**src/rtl/alu_shifter_pipe_pkg.sv**
```systemverilog
// Shared types and stage-split helpers for the pipelined barrel shifter.
package alu_shifter_pipe_pkg;

  typedef enum logic [2:0] {
    SHT_SLL = 3'b000,
    SHT_SRL = 3'b001,
    SHT_SRA = 3'b010,
    SHT_ROL = 3'b011,
    SHT_ROR = 3'b100
  } sht_e;

  // Even split of log levels over stages; the last (levels % stages) stages take one extra.
  function automatic int levels_per_stage(int s, int levels, int stages);
    return levels / stages + ((s >= stages - (levels % stages)) ? 1 : 0);
  endfunction

  function automatic int first_level(int s, int levels, int stages);
    int acc = 0;
    for (int j = 0; j < s; j++) acc += levels_per_stage(j, levels, stages);
    return acc;
  endfunction

  function automatic int stage_of_level(int k, int levels, int stages);
    int st = 0;
    for (int j = 0; j < stages; j++)
      if (k >= first_level(j, levels, stages)) st = j;
    return st;
  endfunction

endpackage

```
**src/rtl/alu_shifter_pipe_level.sv**
```systemverilog
// One log-shifter level: shifts/rotates by DIST when en is set.
// Rotates exist only when SHIFTER_ROTATE_EN is defined; otherwise they act as reserved.
module shifter_level
  import alu_shifter_pipe_pkg::*;
#(
  parameter int XLEN = 32,
  parameter int DIST = 1
) (
  input  logic            en,
  input  logic [2:0]      typ,
  input  logic [XLEN-1:0] din,
  output logic [XLEN-1:0] dout
);

  // Reserved types zero at every level, so the result is 0 regardless of shamt.
  always_comb begin
    dout = '0;
    case (typ)
      SHT_SLL: dout = en ? (din << DIST) : din;
      SHT_SRL: dout = en ? (din >> DIST) : din;
      SHT_SRA: dout = en ? XLEN'($signed(din) >>> DIST) : din;
`ifdef SHIFTER_ROTATE_EN
      SHT_ROL: dout = en ? ((din << DIST) | (din >> (XLEN - DIST))) : din;
      SHT_ROR: dout = en ? ((din >> DIST) | (din << (XLEN - DIST))) : din;
`endif
      default: dout = '0;
    endcase
  end

endmodule

```
**src/rtl/alu_shifter_pipe.sv**
```systemverilog
// Pipelined log shifter with valid/ready handshake, flush and pass-through tag.
// Optional rotate support via SHIFTER_ROTATE_EN.
module alu_shifter_pipe
  import alu_shifter_pipe_pkg::*;
#(
  parameter int XLEN   = 32,
  parameter int STAGES = 2,
  parameter int TAGW   = 5
) (
  input  logic            clk,
  input  logic            rst_n,
  input  logic            flush,
  input  logic            in_valid,
  output logic            in_ready,
  input  logic [XLEN-1:0] in_data,
  input  logic [XLEN-1:0] in_shamt,
  input  logic [2:0]      in_type,
  input  logic [TAGW-1:0] in_tag,
  output logic            out_valid,
  input  logic            out_ready,
  output logic [XLEN-1:0] out_data,
  output logic [TAGW-1:0] out_tag
);

  localparam int SHW = $clog2(XLEN);

  typedef struct packed {
    logic [XLEN-1:0] data;
    logic [SHW-1:0]  shamt;
    logic [2:0]      typ;
    logic [TAGW-1:0] tag;
  } stg_t;

  stg_t [STAGES-1:0] stg_q, stg_in, stg_d;
  logic [STAGES-1:0] vld_pipe, load, vld_src;
  logic [SHW-1:0][XLEN-1:0] lvl_in, lvl_out;
  logic unused_ok;

  // Stage i can load when some stage at or after it is empty, or the output drains.
  always_comb begin
    logic hole;
    hole    = out_ready;
    load    = '0;
    vld_src = '0;
    for (int i = STAGES - 1; i >= 0; i--) begin
      hole    = hole || !vld_pipe[i];
      load[i] = hole;
    end
    vld_src[0] = in_valid && in_ready;
    for (int i = 1; i < STAGES; i++) vld_src[i] = vld_pipe[i-1];
  end

  assign in_ready = rst_n && !flush && load[0];

  for (genvar s = 0; s < STAGES; s++) begin : g_stg
    if (s == 0) begin : g_head
      assign stg_in[s] = '{data: in_data, shamt: in_shamt[SHW-1:0], typ: in_type, tag: in_tag};
    end else begin : g_body
      assign stg_in[s] = stg_q[s-1];
    end
    assign stg_d[s] = '{data:  lvl_out[first_level(s + 1, SHW, STAGES) - 1],
                        shamt: stg_in[s].shamt, typ: stg_in[s].typ, tag: stg_in[s].tag};
  end

  for (genvar k = 0; k < SHW; k++) begin : g_lvl
    localparam int S = stage_of_level(k, SHW, STAGES);
    if (k == first_level(S, SHW, STAGES)) begin : g_first
      assign lvl_in[k] = stg_in[S].data;
    end else begin : g_chain
      assign lvl_in[k] = lvl_out[k-1];
    end
    shifter_level #(.XLEN(XLEN), .DIST(1 << k)) u_lvl (
      .en  (stg_in[S].shamt[k]),
      .typ (stg_in[S].typ),
      .din (lvl_in[k]),
      .dout(lvl_out[k])
    );
  end

  always_ff @(posedge clk or negedge rst_n) begin
    if (!rst_n) begin
      vld_pipe <= '0;
      stg_q    <= '0;
    end else begin
      for (int s = 0; s < STAGES; s++) begin
        if (flush)        vld_pipe[s] <= 1'b0;
        else if (load[s]) vld_pipe[s] <= vld_src[s];
        if (load[s])      stg_q[s]    <= stg_d[s];
      end
    end
  end

  assign out_valid = vld_pipe[STAGES-1];
  assign out_data  = stg_q[STAGES-1].data;
  assign out_tag   = stg_q[STAGES-1].tag;

  // Upper shamt bits and already-consumed control fields are intentionally ignored.
  assign unused_ok = ^{in_shamt[XLEN-1:SHW], stg_q};

endmodule

```
**config.mk**
```make
export PLATFORM = sky130hd
export DESIGN_NAME = alu_shifter_pipe
export DESIGN_NICKNAME = d
export VERILOG_FILES = /design/src/rtl/alu_shifter_pipe_pkg.sv /design/src/rtl/alu_shifter_pipe_level.sv /design/src/rtl/alu_shifter_pipe.sv
export SDC_FILE = /design/constraint.sdc
export NUM_CORES = 1
export LEC_CHECK = 0
export BUFFER_PORTS_ARGS = -buffer_cell sky130_fd_sc_hd__buf_2
export CAP_MARGIN = 20
export CORE_ASPECT_RATIO = 1.4
export CORE_UTILIZATION = 62
export DETAILED_ROUTE_END_ITERATION = 12
export PLACE_DENSITY_LB_ADDON = 0.1
export SYNTH_ARGS = -nofsm -noshare
export SYNTH_HDL_FRONTEND = slang
export SYNTH_HIERARCHICAL = 1
export SYNTH_SLANG_ARGS = --single-unit
export TNS_END_PERCENT = 100
```
**constraint.sdc**
```tcl
create_clock -name clk -period 8.9 [get_ports clk]
set_clock_uncertainty 0.1 [all_clocks]
set_input_delay 0.89 -clock clk [delete_from_list [all_inputs] [get_ports clk]]
set_output_delay 0.89 -clock clk [all_outputs]
set_load 0.02 [all_outputs]
```
After elaboration in Yosys (flattened, before gate mapping)
Index checks and enable logic that the tools add are counted.
{"block": "op_classes", "eq_ne": 4, "muxes": 24, "reduce_logical": 12}
{"cell": "$mux W32", "count": 10}
{"cell": "$pmux W32 S2", "count": 3}
{"cell": "$pmux W32 S3", "count": 2}
{"cell": "$mux W31", "count": 5}
{"cell": "$eq A3 B1 Y1 const B", "count": 2}
{"cell": "$eq A3 B2 Y1 const B", "count": 2}
{"cell": "$logic_not A3 Y1", "count": 2}
{"cell": "$mux W1", "count": 4}
{"cell": "$reduce_bool A2 Y1", "count": 2}
{"cell": "$logic_and A1 B1 Y1", "count": 3}
{"cell": "$logic_not A1 Y1", "count": 3}
{"cell": "$logic_or A1 B1 Y1", "count": 2}
{"block": "word_totals", "elab_cells": 48, "out_inout_bits": 39, "reg_bits": 84}

Depth between registers and ports, before layout
{"block": "depth", "depth_word": 7, "mapped_depth": 13}

Hierarchy
The synthesis kept the hierarchy.
{"mod": "alu_shifter_pipe", "n_inst": 1, "cells_per_inst": 178, "area_each_um2": 3226.8}
{"mod": "shifter_level (g_lvl[2].u_lvl)", "n_inst": 1, "cells_per_inst": 149, "area_each_um2": 1047.3}
{"mod": "shifter_level (g_lvl[4].u_lvl)", "n_inst": 1, "cells_per_inst": 83, "area_each_um2": 760.7}
{"mod": "shifter_level (g_lvl[1].u_lvl)", "n_inst": 1, "cells_per_inst": 113, "area_each_um2": 638.1}
{"mod": "shifter_level (g_lvl[0].u_lvl)", "n_inst": 1, "cells_per_inst": 110, "area_each_um2": 618.1}
{"mod": "shifter_level (g_lvl[3].u_lvl)", "n_inst": 1, "cells_per_inst": 85, "area_each_um2": 608.1}

Worst setup path after synthesis
Ideal clock, no wire load.
{"block": "synth_path", "path_type": "flip-flop to flip-flop", "from": "register stg_q, in the netlist stg_d[52]", "to": "register stg_q, in the netlist out_data[21]", "t_required_ps": 8675, "setup_ps": 125, "arrival_time_ps": 2594, "stages_incl_launch_ff": 13, "slack_ps": 6082, "n_path_buf": 4, "cell_sequence": "dfrtp_1 -> a21oi_1 -> nor2b_1 -> buf_2 -> buf_4 -> a22o_1 -> nand3_1 -> a21oi_1 -> clkbuf_1 -> a21boi_2 -> buf_4 -> o32ai_2 -> mux2_2"}
{"element": "start: declaration", "line": "alu_shifter_pipe.sv:34", "text": "stg_t [STAGES-1:0] stg_q, stg_in, stg_d;"}
{"element": "start signal: indexed assignment", "line": "alu_shifter_pipe.sv:88", "text": "if (load[s]) stg_q[s] <= stg_d[s];"}

==> impl_metrics.tcl <==
set metrics [dict create \
    grt_use_met3 0.0414 \
    placed_cell_area_um2 7160 \
    finalCritPeriodShare 0.405 \
    rr_worst_depth 10 \
    min_path_cells 1 \
    synth.top_cells.by_area "dfrtp_1 30%, mux2_4 8.3%, mux2_2 6.9%, a22oi_1 6.4%, mux2i_1 5.7%" \
    clockRootBuffer "clkbuf_16" \
    wire_per_inst_um 17.6 \
    wl_um 16000 \
    start_util 0.638 \
    cp-start-kind "register" \
    grt_pass1_vias 5300 \
    grt_max_degree 89 \
    max_freq_ghz 0.277 \
    whs_endpoint "out_data[28]$_DFFE_PN0P_" \
    critPathKind "reg -> reg" \
    slew_headroom 0.289 \
    grt_pass1_wl_um 26600 \
    vias 5755 \
    dieArea_um2 11600 \
    yosysWarnings 6 \
    yosysSeqAreaShare 0.297 \
    cts_buffer_depth 2 \
    antenna_found_initial 0 \
    synth_ff_type "dfrtp_1" \
    status "finished clean" \
    rsz0062_at_grt "no" \
    r2r_setup_slack_ns 5.30 \
    clock_sinks 82 \
    post-route-min-period_ns 3.60 \
    gp_congestion 0.893 \
    setup_viol 0 \
    synth_area_um2 6900 \
    avgSynthCellArea_um2 9.61 \
    route.antenna.remaining_nets 0 \
    power.density_nw_per_um2 127 \
    htreeDepth 3 \
    timing.final.hold_violations 0 \
    clock_latency_ns 0.34 \
    use_met1 0.345 \
    fin_nets 839 \
    min_path_type "reg -> reg" \
    rows 45 \
    fin_tns_setup_ns 0 \
    reg2reg_from "stg_d[51]$_DFFE_PN0P_" \
    ys_ff_latch 82 \
    ios 116 \
    slew_viol_final 0 \
    cts_buffers 9 \
    drcViolationCount 0 \
    end_kind "register" \
    synth_edf_count 0 \
    ys_types 53 \
    p_leak_nw 3.42 \
    design_area_um2 7520 \
    synthArstFlopShare 1.00 \
    cts_tree "yes" \
    grt_use_total 0.284 \
    cts-resized-gates 0 \
    dr.pass1.iters 5 \
    synth_top_area_share 0.297 \
    overflow 0 \
    hold_buffers 0 \
    drt_iter0_drc 210 \
    fill_cells 892 \
    dp_hpwl_um 11900 \
    postCtsSetupBuffers 0 \
    path_clk_slew_ns 0.06 \
    crit_fanout 88 \
    syn_nets 795 \
    synth_common_cells "82 x dfrtp_1, 79 x inv_1, 59 x a22oi_1" \
    tightest_slew_ns 1.06 \
    via_per_inst 6.34 \
    core_um2 10800 \
    io_buffers 88 \
    yosys.area.top_type "dfrtp_1" \
    fp.dieH_um 127 \
    yosysMostFrequentCell "dfrtp_1" \
    max_cap_violations 0 \
    crit_arrival_ns 3.72 \
    reg2reg_to "out_data[18]$_DFFE_PN0P_" \
    drive_gt1_frac 0.284 \
    cp.required_ns 9.02 \
    syn_to_final_growth_pct 9.03 \
    busiest_layer "met2" \
    die_x_um 91.2 \
    min-delay-start "out_data[28]$_DFFE_PN0P_" \
    antenna_cells 0 \
    grt_use_met2 0.498 \
    ir_drop_mv 0.0739 \
    synthCells 718 \
]
-- per-stage QoR --
step | setup slack, ns | total power [mW] | cells | hold slack (ns) | utilization
after floorplan | 6.08 | 0.527 | 718 | 0.376 | -
final | 5.30 | 0.956 | 908 | 0.401 | 0.696
after detailed placement | 5.12 | 0.572 | 889 | 0.392 | 0.663
after global routing | 5.11 | 0.997 | 908 | 0.414 | 0.696
after CTS | 5.08 | 0.957 | 905 | 0.404 | 0.692
after global placement | 5.22 | 0.565 | 889 | 0.385 | 0.663
-- how the worst max path moves through the flow --
| stage | startpoint | to | slack [ns] | cells past startpoint |
|---|---|---|---|---|
| after floorplan | stg_d[52]$_DFFE_PN0P_ | out_data[21]$_DFFE_PN0P_ | 6.08 | 12 |
| after global placement | stg_d[50]$_DFFE_PN0P_ | out_data[19]$_DFFE_PN0P_ | 5.22 | 9 |
| after detailed placement | stg_d[50]$_DFFE_PN0P_ | out_data[26]$_DFFE_PN0P_ | 5.12 | 9 |
| final | stg_d[51]$_DFFE_PN0P_ | out_data[18]$_DFFE_PN0P_ | 5.30 | 10 |
| after global routing | stg_d[51]$_DFFE_PN0P_ | out_data[18]$_DFFE_PN0P_ | 5.11 | 10 |
| after CTS | stg_d[50]$_DFFE_PN0P_ | out_data[18]$_DFFE_PN0P_ | 5.08 | 9 |
-- power by group --
group,internal (mW),total [mW],switching [mW]
registers,0.386,0.404,0.0189
clock network,0.245,0.387,0.142
logic,0.0657,0.164,0.0986
total,0.696,0.956,0.260
-- cell families after synthesis --
kind of cell / count (synthesis) / synth area share
AO/OA/AOI/OAI: 279 / 0.292
flip-flops: 82 / 0.297
multiplexers: 119 / 0.208
buffers and inverters: 148 / 0.109
XOR/XNOR: 4 / 0.00617
AND/OR/NAND/NOR: 86 / 0.0881
-- critical path, cell delays in order, from the launching register on --
cell      delay (ns)
dfrtp_2         0.35
buf_4           0.80
mux2i_1         0.26
o21ai_0         0.11
a22o_1          0.23
nand3_1         0.09
a21oi_1         0.07
buf_4           0.23
a21boi_2        0.70
o32ai_1         0.18
mux2_2          0.30
-- per-layer routing --
layer | wire length, um | part of all wire | vias up
met4 | 529 | 0.033 | 0
li1 | - | - | 2774
met2 | 8340 | 0.52 | 160
met1 | 6540 | 0.41 | 2788
met5 | 0 | 0 | -
met3 | 542 | 0.034 | 33
-- flip-flops by register name (all words and copies together) (netlist names) --
signal / count
out_data: 32
vld_pipe: 2
out_tag: 5
lvl_in: 32
stg_d: 11
-- area by class of cell --
class | count | area [um^2] | area share
Multi-Input combinational cell | 488 | 4110 | 0.547
Sequential cell | 82 | 2050 | 0.273
Timing Repair Buffer | 102 | 572 | 0.0760
Inverter | 79 | 297 | 0.0394
Clock buffer | 11 | 233 | 0.0309
Tap cell | 141 | 176 | 0.0235
Clock inverter | 5 | 78.8 | 0.0105
-- cells in the final DEF, fill, tap and decap left out, drive strengths merged, types with 5 or more instances in the layout --
master  synthesis  routed
mux2           80      80
nor2b           5       5
clkbuf         18      11
and2           18      18
o32ai          15      15
nor3            5       5
dfrtp          82      82
a22o           31      31
nor2            7       7
a32o           17      17
o21ai         109     109
a22oi          59      59
mux2i          39      39
nand2           5       5
nand3b         29      29
buf            51     102
a221o          16      16
a21oi          19      19
inv            79      79
(Power assumes the default switching activity.)
